## src/rtl/writeback_arbiter.sv

```systemverilog
// writeback_arbiter: consumer end of the X->W interface.
// Picks one execute-unit result per cycle (round-robin starting at ptr), holds it
// in a single-entry W register, and from there writes the regfile, notifies
// commit and frees the previous physical register on the commit handshake.
// Optional feature: define WRITEBACK_BYPASS_EN to add the byp_* forwarding outputs.
module writeback_arbiter #(
   parameter int p_num_x          = 3,
   parameter int p_seq_num_bits   = 5,
   parameter int p_phys_addr_bits = 6
) (
   input  logic                                 clk,
   input  logic                                 rst,
   input  logic [p_num_x-1:0]                   x_val,
   output logic [p_num_x-1:0]                   x_rdy,
   input  logic [p_num_x*32-1:0]                x_pc,
   input  logic [p_num_x*p_seq_num_bits-1:0]    x_seq_num,
   input  logic [p_num_x*5-1:0]                 x_waddr,
   input  logic [p_num_x*32-1:0]                x_wdata,
   input  logic [p_num_x-1:0]                   x_wen,
   input  logic [p_num_x*p_phys_addr_bits-1:0]  x_preg,
   input  logic [p_num_x*p_phys_addr_bits-1:0]  x_ppreg,
   output logic                                 rf_wen,
   output logic [p_phys_addr_bits-1:0]          rf_waddr,
   output logic [31:0]                          rf_wdata,
   output logic                                 cm_val,
   input  logic                                 cm_rdy,
   output logic [31:0]                          cm_pc,
   output logic [p_seq_num_bits-1:0]            cm_seq_num,
   output logic [4:0]                           cm_waddr,
`ifdef WRITEBACK_BYPASS_EN
   output logic                                 byp_val,
   output logic [p_phys_addr_bits-1:0]          byp_preg,
   output logic [31:0]                          byp_data,
`endif
   output logic                                 free_val,
   output logic [p_phys_addr_bits-1:0]          free_preg
);

   localparam int SEQ   = p_seq_num_bits;
   localparam int PHYS  = p_phys_addr_bits;
   localparam int PTR_W = (p_num_x > 1) ? $clog2(p_num_x) : 1;

   // W register and round-robin pointer
   logic              w_val_q,   w_val_d;
   logic [31:0]       w_pc_q,    w_pc_d;
   logic [SEQ-1:0]    w_seq_q,   w_seq_d;
   logic [4:0]        w_waddr_q, w_waddr_d;
   logic [31:0]       w_wdata_q, w_wdata_d;
   logic              w_wen_q,   w_wen_d;
   logic [PHYS-1:0]   w_preg_q,  w_preg_d;
   logic [PHYS-1:0]   w_ppreg_q, w_ppreg_d;
   logic [PTR_W-1:0]  ptr_q,     ptr_d;

   logic              accept;
   logic              grant;
   logic [PTR_W-1:0]  gnt_idx;
   logic              wr_ok;

   // Round-robin grant: first valid unit scanning from ptr; accept never looks at x_rdy
   always_comb begin
      int idx;
      idx     = 0;
      accept  = !w_val_q || cm_rdy;
      grant   = 1'b0;
      gnt_idx = '0;
      for (int k = 0; k < p_num_x; k++) begin
         idx = int'(ptr_q) + k;
         if (idx >= p_num_x) idx = idx - p_num_x;
         if (!grant && x_val[idx]) begin
            grant   = 1'b1;
            gnt_idx = PTR_W'(idx);
         end
      end
      // A held result under reset must not be replaced, and no unit may see a handshake
      grant = grant && accept && !rst;
      x_rdy = '0;
      if (grant) x_rdy[gnt_idx] = 1'b1;
   end

   // Next state of W and ptr: load on grant (fill and drain may coincide), else drain on commit
   always_comb begin
      w_val_d   = w_val_q;
      w_pc_d    = w_pc_q;
      w_seq_d   = w_seq_q;
      w_waddr_d = w_waddr_q;
      w_wdata_d = w_wdata_q;
      w_wen_d   = w_wen_q;
      w_preg_d  = w_preg_q;
      w_ppreg_d = w_ppreg_q;
      ptr_d     = ptr_q;
      if (grant) begin
         w_val_d   = 1'b1;
         w_pc_d    = x_pc[int'(gnt_idx)*32 +: 32];
         w_seq_d   = x_seq_num[int'(gnt_idx)*SEQ +: SEQ];
         w_waddr_d = x_waddr[int'(gnt_idx)*5 +: 5];
         w_wdata_d = x_wdata[int'(gnt_idx)*32 +: 32];
         w_wen_d   = x_wen[gnt_idx];
         w_preg_d  = x_preg[int'(gnt_idx)*PHYS +: PHYS];
         w_ppreg_d = x_ppreg[int'(gnt_idx)*PHYS +: PHYS];
         ptr_d     = (gnt_idx == PTR_W'(p_num_x - 1)) ? '0 : gnt_idx + PTR_W'(1);
      end else if (w_val_q && cm_rdy) begin
         w_val_d   = 1'b0;
      end
   end

   // State update; reset clears every W field so outputs read 0 until the first transfer
   always_ff @(posedge clk) begin
      if (rst) begin
         w_val_q   <= 1'b0;
         w_pc_q    <= '0;
         w_seq_q   <= '0;
         w_waddr_q <= '0;
         w_wdata_q <= '0;
         w_wen_q   <= 1'b0;
         w_preg_q  <= '0;
         w_ppreg_q <= '0;
         ptr_q     <= '0;
      end else begin
         w_val_q   <= w_val_d;
         w_pc_q    <= w_pc_d;
         w_seq_q   <= w_seq_d;
         w_waddr_q <= w_waddr_d;
         w_wdata_q <= w_wdata_d;
         w_wen_q   <= w_wen_d;
         w_preg_q  <= w_preg_d;
         w_ppreg_q <= w_ppreg_d;
         ptr_q     <= ptr_d;
      end
   end

   // Commit, regfile write and free all fire on the single handshake cycle; r0 writes are dropped
   always_comb begin
      wr_ok      = w_val_q && cm_rdy && w_wen_q && (w_waddr_q != 5'd0) && !rst;
      cm_val     = w_val_q && !rst;
      cm_pc      = w_pc_q;
      cm_seq_num = w_seq_q;
      cm_waddr   = w_waddr_q;
      rf_wen     = wr_ok;
      rf_waddr   = w_preg_q;
      rf_wdata   = w_wdata_q;
      free_val   = wr_ok;
      free_preg  = w_ppreg_q;
   end

`ifdef WRITEBACK_BYPASS_EN
   // Forward the pending result to issue regardless of commit back-pressure
   always_comb begin
      byp_val  = w_val_q && w_wen_q && (w_waddr_q != 5'd0) && !rst;
      byp_preg = w_preg_q;
      byp_data = w_wdata_q;
   end
`endif

endmodule

```

## config.mk

```make
export PLATFORM = sky130hd
export DESIGN_NAME = writeback_arbiter
export DESIGN_NICKNAME = d
export VERILOG_FILES = /design/src/rtl/writeback_arbiter.sv
export SDC_FILE = /design/constraint.sdc
export NUM_CORES = 1
export LEC_CHECK = 0
export CAP_MARGIN = 15
export CELL_PAD_IN_SITES_DETAIL_PLACEMENT = 0
export CELL_PAD_IN_SITES_GLOBAL_PLACEMENT = 1
export CORE_MARGIN = 5
export CORE_UTILIZATION = 23
export DETAILED_ROUTE_END_ITERATION = 16
export PLACE_DENSITY = 0.91
export SYNTH_ARGS = -nofsm -noshare
export SYNTH_HDL_FRONTEND = slang
export SYNTH_SLANG_ARGS = --single-unit
```

## constraint.sdc

```tcl
create_clock -name clk -period 3.2 [get_ports clk]
set_input_delay 0.64 -clock clk [delete_from_list [all_inputs] [get_ports clk]]
set_output_delay 0.64 -clock clk [all_outputs]
set_load 0.03 [all_outputs]
```

[Word-level counts from Yosys, hierarchy flattened]
Cells that the tools add are included.
Widths: inputs -> output; s select.
Storage, ports and cells
  register bits: 90
  latch bits: 0
  bits in writable memories: 0
  bits in read-only memories: 0
  input port bits: 267
  output and inout port bits: 92
  logic and storage cells: 75
  memories: 0
Operators by class
  add/subtract/negate cells: 6
  multipliers: 2
  divide/modulo/power cells: 0
  order comparisons: 8
  eq/ne operators: 1
  shift operators: 6
  multiplexer cells: 26
  bitwise gates (word level): 0
  reductions and logical operators: 17
Operator list (number)
  $shiftx 96x8->32: 2
  $lt 32x4->1 const B: 3
  $mux 32: 3
  $shiftx 15x32->5: 1
  $shiftx 18x32->6: 1
  $shiftx 18x6->6: 1
  $shiftx 15x6->5: 1
  $mux 1: 13
  $logic_and 1x1->1: 10
  $bmux 1 s2: 4
  $mux 2: 4
  $sub 3x2->4 const B: 2
  $ge 3x2->1 const B: 2
  $mul 2x3->5 const B: 1
  $reduce_bool 5->1: 1
  $logic_not 1->1: 4
  $mul 2x2->4 const B: 1
  $add 2x1->3 const B: 1
  $add 2x2->3 const B: 1
  $lt 2x3->1 const B: 1
  $mux 3: 1
  $sub 2x2->3 const B: 1
  $add 2x1->2 const B: 1
  $demux 1 s2: 1
  other kinds (5): 5

[Depth between registers and ports, before layout]
Gate-level depths: netlist (run 1).
  word-level depth: 17
  gate-level depth with buffers: 12
  depth with buffers taken out: 8

[Worst setup path before layout (run 1)]
OpenSTA, ideal clock, no wires.
  path type: register to output
  start: register ptr_q[0]
  end: output port x_rdy[1]
  arrival: 2.360 ns
  path slack: 0.200 ns
  stages on the path, launching flop included: 10
  buffers on the path: 3
  cells stage by stage: dfxtp_1 > inv_1 > ha_1 > clkbuf_1 > nor2b_1 > o21ai_0 > a31o_2 > clkbuf_1 > clkbuf_1 > and3_1
Between the ends
  cells in the longest elaborated chain, start to end: 17
RTL lines
  start, declared: RTL line 52  | logic [PTR_W-1:0] ptr_q, ptr_d;
  start signal, assigned: RTL line 127  | ptr_q <= ptr_d;
  branches (longest 16 deep; another with $sub 3x2->4)
  $mux 3 *: RTL line 77  | if (grant) x_rdy[gnt_idx] = 1'b1;
  end, declared: RTL line 14  | output logic [p_num_x-1:0] x_rdy,
Every way passes the cells marked *. The select of a mux whose other input is x is not followed.

[Worst setup path in the final report (run 1)]
Same ends and word-level chain as after synthesis.

==> results_dict.tcl, run 1 <==
set metrics [dict create \
    status "finished, final reports clean" \
    htreeDepth 3 \
    synth-seq-cells 90 \
    fin_cells 1138 \
    clk_path_buf_depth 2 \
    path_delay_family "compound AO/OA/AOI/OAI gates" \
    vias_per_cell 4.77 \
    synth_cell_types 39 \
    syn_area_um2 4580 \
    p_leak_nw 3.38 \
    ctsRootBufferMaster "clkbuf_16" \
    async_reset_ff_frac 0 \
    cts_tree "done" \
    path_class "flop to output port" \
    synthTopCellsByArea "dfxtp_1 (39%), mux2i_1 (13%), o21ai_0 (9.7%)" \
    grt_max_degree 60 \
    max-cap-violations 0 \
    yosysTopAreaCellShare 0.393 \
    crit_buf_inv 2 \
    via_count 5431 \
    synthesis.nets 788 \
    min_path_type "flop to flop" \
    layout_commonest_cell "clkdlybuf4s50_1" \
    place_hpwl_um 16100 \
    finalHoldViolCount 0 \
    dieArea_um2 22800 \
    final_cell_mix "clkdlybuf4s50_1 (352), dfxtp_1 (90), o21ai_0 (87), mux2i_1 (60), a22oi_1 (59)" \
    pwr-share-comb 0.536 \
    drc 0 \
    power_switching_w 0.00249 \
    grt_pass1_wl_um 29900 \
    coreArea_um2 19500 \
    drv_slew 0 \
    cts_buffers 9 \
    drtIter0Drc 196 \
    port_buffers 358 \
    antenna_found_initial 1 \
    clk_latency_ns 0.34 \
    cellPowerDensity_nw_per_um2 683 \
    route.detailed.wl_per_inst_um 18.2 \
    start_util 0.235 \
    routed_wl_um 20700 \
    critPathCaptureType "output port" \
    tns_ns 0 \
    fmax_mhz 322 \
    power.internal_w 0.00360 \
    timing.final.crit_share 0.969 \
    die_w_um 151 \
    io_pins 359 \
    ys_seq_area_frac 0.393 \
    overflow 0 \
    die_h_um 151 \
    worst_ep_required_time_ns 2.56 \
    pwr-share-seq 0.279 \
    synth_cells 517 \
    clkPwrFrac 0.185 \
    finalSetupViolations 0 \
    nFillCells 1908 \
    num_rows 51 \
    slowest_stage "a311o_1" \
    fin_crit_ns 3.10 \
    worstPathArrival_ns 2.46 \
    gp_congestion 0.880 \
    crit_path_max_incr_delay_ns 0.39 \
    crit_chain "inv_1, ha_2, mux2i_2, o22a_1, a311o_1, and2_4, and3_1, buf_4" \
    grt_pass1_vias 5481 \
    cp_max_fo 6 \
    peakVddDrop_mv 0.296 \
    antenna_left 0 \
    p_sw_frac 0.409 \
    power_w 0.00608 \
    yosys_warnings 0 \
    cts.reportedPaths.clkPinSlew_ns 0.07 \
    clock_skew_ns 0.00735 \
    dp_cells 1120 \
    max_slew_margin 0.698 \
    layout.nets 1138 \
    syn_to_final_growth_pct 94.2 \
    rsz0062_at_grt "no" \
    grtUsageTotal 0.169 \
    synth_edf_count 0 \
    drive_above_1_share 0.0757 \
    synth-main-ff-cell "dfxtp_1" \
    worst_pin_slew_ns 0.451 \
    start_kind "flop" \
    drtPass1Iterations 5 \
    syn_area_per_cell_um2 8.86 \
    cts.sinks 90 \
    synth_top_cell_by_area "dfxtp_1" \
]
-- kinds of logic after synthesis --
logic type,share of synthesized area
AOI/OAI and AO/OA,0.340
DFF,0.393
muxes,0.139
buffers and inverters,0.0622
and+or+nand+nor,0.0546
adders and majority gates,0.0109
-- synthesized netlist by cell type, types with 2 or more instances --
| cell type | count |
|---|---|
| buf_6 | 4 |
| mux2i_1 | 61 |
| nand2b_1 | 3 |
| nor2b_1 | 3 |
| buf_2 | 15 |
| inv_1 | 5 |
| a21oi_1 | 3 |
| and3_1 | 2 |
| o21ai_1 | 29 |
| a21o_1 | 28 |
| buf_4 | 8 |
| mux2i_2 | 2 |
| a31oi_1 | 30 |
| nand2_1 | 33 |
| a22oi_1 | 59 |
| clkbuf_1 | 23 |
| ha_1 | 4 |
| nor2_1 | 7 |
| dfxtp_1 | 90 |
| o21ai_0 | 89 |
-- worst register-to-register path: cells and delay by family, from the launching register on --
family                     cells  cell delay (ns)
buffers and inverters          4             0.80
AOI/OAI and AO/OA              5             0.80
adders and majority gates      1             0.40
DFF                            1             0.38
muxes                          1             0.29
-- through the flow --
stage          hold slack, ns  worst slack [ns]   util  cell area [µm²]
5_1_grt                 0.508           0.00261  0.456             8900
4_1_cts                 0.484            0.0156  0.454             8870
3_5_place_dp            0.467           0.00526  0.439             8560
2_1_floorplan           0.454             0.200      -             4580
6_report                0.480            0.0978  0.456             8900
3_3_place_gp            0.458            0.0269  0.439             8560
-- repair_timing --
item | in CTS | in global routing
gates resized for setup | 3 | 5
buffers inserted | 0 | 1
hold buffers | 0 | 0
endpoints found under the setup margin | 1 | 2
pin swaps | 0 | 2
-- layer usage --
| layer | vias to the layer above | share of wire | track usage |
|---|---|---|---|
| li1 | 2642 | - | - |
| met1 | 2498 | 0.39 | 0.196 |
| met2 | 257 | 0.49 | 0.294 |
| met3 | 34 | 0.096 | 0.0566 |
| met4 | 0 | 0.021 | 0.0562 |
| met5 | - | 0 | 0 |
-- state kept, by name, indices dropped and copies added (netlist names) --
register / flops
cm_pc: 32
rf_wdata: 32
free_preg: 6
rf_waddr: 6
cm_seq_num: 5
cm_waddr: 5
ptr_q: 2
w_val_q: 1
w_wen_q: 1
-- worst paths after layout --
check             endpoint  cells past startpoint  slack, ns     startpoint
max               x_rdy[1]                      8        0.1       ptr_q[0]
max reg2reg   free_preg[0]                     11       0.45       ptr_q[0]
min          cm_seq_num[0]                      2       0.48  cm_seq_num[0]
min reg2reg  cm_seq_num[0]                      2       0.48  cm_seq_num[0]
-- area by class of cell --
cell class	instances	area, µm²	share of cell area
tap	265	332	0.0373
inverter	5	18.8	0.00211
sequential	90	1800	0.202
clock buffer	10	229	0.0257
multi-input combinational	372	2560	0.288
antenna	1	2.50	0.000281
timing repair buffer	389	3880	0.436
clock inverter	6	72.6	0.00815
-- power groups by stage --
| stage | Sequential, W | Combinational, W | Clock, W |
|---|---|---|---|
| final | 0.00170 | 0.00326 | 0.00112 |
| after global placement | 0.00170 | 0.00326 | 0 |
| after detailed placement | 0.00171 | 0.00327 | 0 |
| after floorplan | 0.00237 | 0.00110 | 0 |
| after CTS | 0.00170 | 0.00328 | 0.00116 |
| after global routing | 0.00174 | 0.00347 | 0.00121 |
No activity file was read; power rests on OpenSTA's default activity.
==> run 2: changes to the inputs <==
CORE_UTILIZATION = 24   (was 23)
PLACE_DENSITY = 0.94   (was 0.91)
clock period = 4 ns   (was 3.2 ns; I/O delays follow)
==> run 2 against run 1 <==
Compared with the run above: critical path depth decreased by 1; via count decreased by 1.3%; clock power decreased by 21%; core utilization increased by 0.48 points; sequential power decreased by 21%; highest routed layer unchanged.
==> results_dict.tcl, run 2 (same netlist as run 1, synthesis figures left out) <==
set metrics [dict create \
    status "finished, final reports clean" \
    fin_crit_ns 3.57 \
    post-place-ws_ns 0.450 \
    final_cell_mix "clkdlybuf4s50_1 (355), dfxtp_1 (90), o21ai_0 (89), mux2i_1 (61), a22oi_1 (59)" \
    cts_buffers 9 \
    peakVddDrop_mv 0.297 \
    timing.final.crit_share 0.892 \
    grt_pass1_vias 5549 \
    grt_max_degree 88 \
    routed_wl_um 20100 \
    gp_congestion 0.819 \
    dieArea_um2 22000 \
    crit_chain "clkdlybuf4s50_1, mux2i_2, or3b_2, and3_1, a221oi_1, nor2_1, buf_12" \
    clkPwrFrac 0.187 \
    die_h_um 148 \
    layout_commonest_cell "clkdlybuf4s50_1" \
    pwr-share-comb 0.527 \
    antenna_found_initial 0 \
    pwr-share-seq 0.286 \
    tns_ns 0 \
    vias_per_cell 4.93 \
    path_delay_family "simple AND/OR/NAND/NOR gates" \
    cellPowerDensity_nw_per_um2 548 \
    overflow 0 \
    cts_tree "done" \
    worstPathArrival_ns 2.77 \
    clock_skew_ns 0.00866 \
    worstReg2RegStart "ptr_q[0]" \
    cts-hold-fix-buffers 0 \
    drtIter0Drc 183 \
    max-cap-violations 0 \
    cts.sinks 90 \
    worst_ep_required_time_ns 3.20 \
    drc 0 \
    slowest_stage "clkdlybuf4s50_1" \
    num_rows 50 \
    via_count 5359 \
    regToRegEndpoint "free_preg[3]" \
    coreArea_um2 18800 \
    drv_slew 0 \
    fin_ws_ns 0.430 \
    path_class "primary input to output port" \
    critPathCaptureType "output port" \
    die_w_um 148 \
    cts_resized 0 \
    power_switching_w 0.00195 \
    cts.reportedPaths.clkPinSlew_ns 0.07 \
    layout.nets 1119 \
    io_pins 359 \
    port_buffers 358 \
    min_path_type "flop to flop" \
    ctsRootBufferMaster "clkbuf_16" \
    power.internal_w 0.00279 \
    antenna_left 0 \
    cp_max_fo 5 \
    worst_pin_slew_ns 0.706 \
    r2r_slack_ns 0.84 \
    finalSetupViolations 0 \
    clk_path_buf_depth 2 \
    start_kind "primary input" \
    finalHoldViolCount 0 \
    hold_path_startpoint "cm_pc[11]" \
    whs_endpoint "cm_pc[11]" \
    diodes 0 \
    reg2reg_depth 10 \
    drtPass1Iterations 5 \
    htreeDepth 3 \
    p_leak_nw 3.27 \
    grtUsageTotal 0.171 \
    start_util 0.244 \
    crit_buf_inv 2 \
    max_slew_margin 0.529 \
    rsz0062_at_grt "no" \
    route.detailed.wl_per_inst_um 18.4 \
    grt_pass1_wl_um 29800 \
    syn_to_final_growth_pct 88.6 \
    fmax_mhz 280 \
    clk_latency_ns 0.34 \
    worstHoldPathCells 2 \
    drive_above_1_share 0.0492 \
    place_hpwl_um 14900 \
    crit_path_max_incr_delay_ns 0.58 \
    p_sw_frac 0.411 \
    post_cts_buffers 0 \
]
run 2: cell count changes in the layout (fill, tap and decap cells not counted), moves of 2 or more:
cell,previous run,this run
ha_1,2,4
clkdlybuf4s50_1,352,355
o21ai_0,87,89
ha_2,2,0
buf_4,30,13
clkinv_2,0,2
buf_12,6,2
o21ai_1,31,29
run 2: layout make-up:
cell class | instances | area (µm²)
Tap cell | 234 | 293
Fill cell | 1793 | 10100
Multi-Input combinational cell | 372 | 2540
Sequential cell | 90 | 1800
Clock buffer | 9 | 225
Timing Repair Buffer | 370 | 3690
Inverter | 5 | 18.8
Clock inverter | 7 | 75.1
run 2: how the worst max path moves through the flow:
stage,startpoint,endpoint,slack [ns],cells after the start
6_report,x_val[1],x_rdy[0],0.43,7
3_3_place_gp,x_val[1],x_rdy[0],0.48,7
5_1_grt,x_val[1],x_rdy[0],0.26,7
4_1_cts,x_val[1],x_rdy[0],0.43,7
2_1_floorplan,ptr_q[0],x_rdy[1],0.84,9
3_5_place_dp,x_val[1],x_rdy[0],0.45,7
run 2: per-stage QoR:
stage / instances / utilization / power [W] / hold WS (ns) / cell area (µm²)
global placement: 1071 / 0.445 / 0.00388 / 0.460 / 8340
detailed placement: 1071 / 0.445 / 0.00389 / 0.464 / 8340
global route: 1087 / 0.461 / 0.00502 / 0.505 / 8640
finish: 1087 / 0.461 / 0.00474 / 0.477 / 8640
floorplan: 517 / - / 0.00278 / 0.454 / 4580
CTS: 1087 / 0.461 / 0.00481 / 0.482 / 8640
run 2: worst reg2reg max path: stages, from the launching register on:
cell	delay [ns]
dfxtp_1	0.38
inv_1	0.08
ha_1	0.48
mux2i_1	0.31
o22ai_1	0.20
o311a_1	0.44
buf_4	0.23
nor2_4	0.09
buf_4	0.53
a22oi_1	0.21
o21ai_0	0.12
run 2: power by group through the flow:
stage                     Sequential [W]  Combinational (W)  Clock [W]
after detailed placement         0.00137            0.00252          0
final                            0.00135            0.00250   0.000887
after global placement           0.00136            0.00252          0
after floorplan                  0.00190           0.000879          0
after global routing             0.00139            0.00266   0.000967
after CTS                        0.00135            0.00253   0.000924
run 2: metal layers:
layer	up-vias	global-route usage	routed length [µm]
met2	222	0.311	10000
met5	-	0	0
met3	19	0.0637	1830
li1	2604	-	-
met4	0	0.0453	312
met1	2514	0.188	7890
==> run 3: changes to the inputs <==
RECOVER_POWER = 100   (was not set)
SLEW_MARGIN = 10   (was not set)
==> run 3 against run 2 <==
Compared with the run above: routed wire length is 0.19% higher; clock power hardly changed; critical path depth did not move; worst setup slack got worse by 0.18 ns; sequential power about the same; flip-flop and latch count stayed put; maximum frequency shrank 4.9%; via count rose by 0.19%; non-clock buffer count stayed put; sequential share of layout area about the same; critical endpoint is now x_rdy[1]; largest cell class unchanged.
==> results_dict.tcl, run 3 (same netlist as run 1, synthesis figures left out) <==
set metrics [dict create \
    reg2reg_depth 10 \
    postLayoutCellArea_um2 8630 \
    antenna_left 0 \
    drtIter0Drc 169 \
    start_util 0.244 \
    max_slew_margin 0.455 \
    r2r_slack_ns 0.49 \
    dieArea_um2 22000 \
    start_kind "primary input" \
    routed_wl_um 20100 \
    slowest_stage "dlygate4sd3_1" \
    finalSetupViolations 0 \
    critPathCaptureType "output port" \
    overflow 0 \
    io_pins 359 \
    grt_pass1_wl_um 29800 \
    drtPass1Iterations 7 \
    regToRegEndpoint "rf_wdata[5]" \
    nFillCells 1800 \
    ctsRootBufferMaster "clkbuf_16" \
    tns_ns 0 \
    path_class "primary input to output port" \
    worst_ep_required_time_ns 3.20 \
    drive_above_1_share 0.0457 \
    drc 0 \
    clk_latency_ns 0.35 \
    p_leak_nw 3.44 \
    port_buffers 358 \
    num_rows 50 \
    layout_commonest_cell "clkdlybuf4s50_1" \
    crit_path_max_incr_delay_ns 0.64 \
    syn_to_final_growth_pct 88.2 \
    cellPowerDensity_nw_per_um2 534 \
    peakVddDrop_mv 0.279 \
    worstSetupStartpoint "x_val[1]" \
    cts_resized 0 \
    grt_max_degree 88 \
    timing.final.crit_share 0.938 \
    max-cap-violations 0 \
    status "finished, final reports clean" \
    diodes 0 \
    clk_path_buf_depth 2 \
    clock_skew_ns 0.00790 \
    finalHoldViolCount 0 \
    cts.reportedPaths.clkPinSlew_ns 0.07 \
    cts.sinks 90 \
    route.detailed.wl_per_inst_um 18.5 \
    rsz0062_at_grt "no" \
    worstPathArrival_ns 2.95 \
    grtUsageTotal 0.171 \
    cts_buffers 9 \
    gp_congestion 0.819 \
    worstReg2RegStart "ptr_q[0]" \
    cts_tree "done" \
    worst_pin_slew_ns 0.818 \
    fmax_mhz 266 \
    crit_end "x_rdy[1]" \
    cp_max_fo 6 \
    worstHoldPathCells 2 \
    fin_crit_ns 3.75 \
    final_cell_mix "clkdlybuf4s50_1 (265), o21ai_0 (116), dfxtp_1 (90), dlygate4sd3_1 (90), mux2i_1 (62)" \
    post_cts_buffers 0 \
    via_count 5369 \
    layout.nets 1119 \
    grt_pass1_vias 5549 \
    dpl_cell_area_um2 8340 \
    coreArea_um2 18800 \
    min_path_type "flop to flop" \
    place_hpwl_um 14900 \
    drv_slew 0 \
    cts-hold-fix-buffers 0 \
    die_w_um 148 \
    hold_path_startpoint "cm_pc[11]" \
    vias_per_cell 4.94 \
    crit_chain "dlygate4sd3_1, mux2i_1, mux2i_2, a311o_1, and2_4, and3_1, clkbuf_1" \
    die_h_um 148 \
    antenna_found_initial 0 \
    htreeDepth 3 \
]
-- run 3: cell types whose count changed in the layout (fill, tap and decap cells not counted) --
cell             change
clkbuf_2             +3
mux2i_2              -1
dlygate4sd3_1       +90
clkdlybuf4s50_1     -90
buf_4                -5
mux2i_1              +1
o21ai_0             +27
o21ai_1             -27
clkbuf_1             +2
-- run 3: critical path, delay by kind of cell --
kind	cells	cell delay [ns]
AOI/OAI and AO/OA	1	0.26
and+or+nand+nor	2	0.32
muxes	2	0.55
buffers and inverters	2	1.02
-- run 3: worst min path at each step --
stage                  end  slack [ns]
2_1_floorplan      w_wen_q        0.45
3_3_place_gp     cm_pc[27]        0.46
3_5_place_dp     cm_pc[27]        0.46
5_1_grt        rf_wdata[9]        0.50
4_1_cts          cm_pc[27]        0.48
6_report         cm_pc[11]        0.47
-- run 3: final cells by class --
type / instances / area (µm²) / area share
clock buffer: 9 / 225 / 0.0261
clock inverter: 7 / 75.1 / 0.00870
inverter: 5 / 18.8 / 0.00218
multi-input combinational: 372 / 2540 / 0.294
sequential: 90 / 1800 / 0.209
tap: 234 / 293 / 0.0339
timing repair buffer: 370 / 3680 / 0.426
-- run 3: routing by layer --
| layer | vias up | wire, µm | track usage |
|---|---|---|---|
| li1 | 2604 | - | - |
| met1 | 2513 | 7750 | 0.188 |
| met2 | 235 | 10200 | 0.311 |
| met3 | 17 | 1870 | 0.0637 |
| met4 | 0 | 303 | 0.0453 |
| met5 | - | 0 | 0 |
-- run 3: stage by stage --
stage	cells	hold slack (ns)	worst slack, ns	utilization	total power [W]
CTS	1087	0.482	0.431	0.461	0.00481
global route	1087	0.499	0.139	0.460	0.00489
finish	1087	0.472	0.247	0.460	0.00460
floorplan	517	0.454	0.840	-	0.00278
global placement	1071	0.460	0.480	0.445	0.00388
detailed placement	1071	0.464	0.450	0.445	0.00389
-- run 3: where the power goes --
group          switching [W]  total [W]  internal, W
clock               0.000395   0.000886     0.000491
sequential          0.000151    0.00134      0.00119
combinational        0.00138    0.00238     0.000999
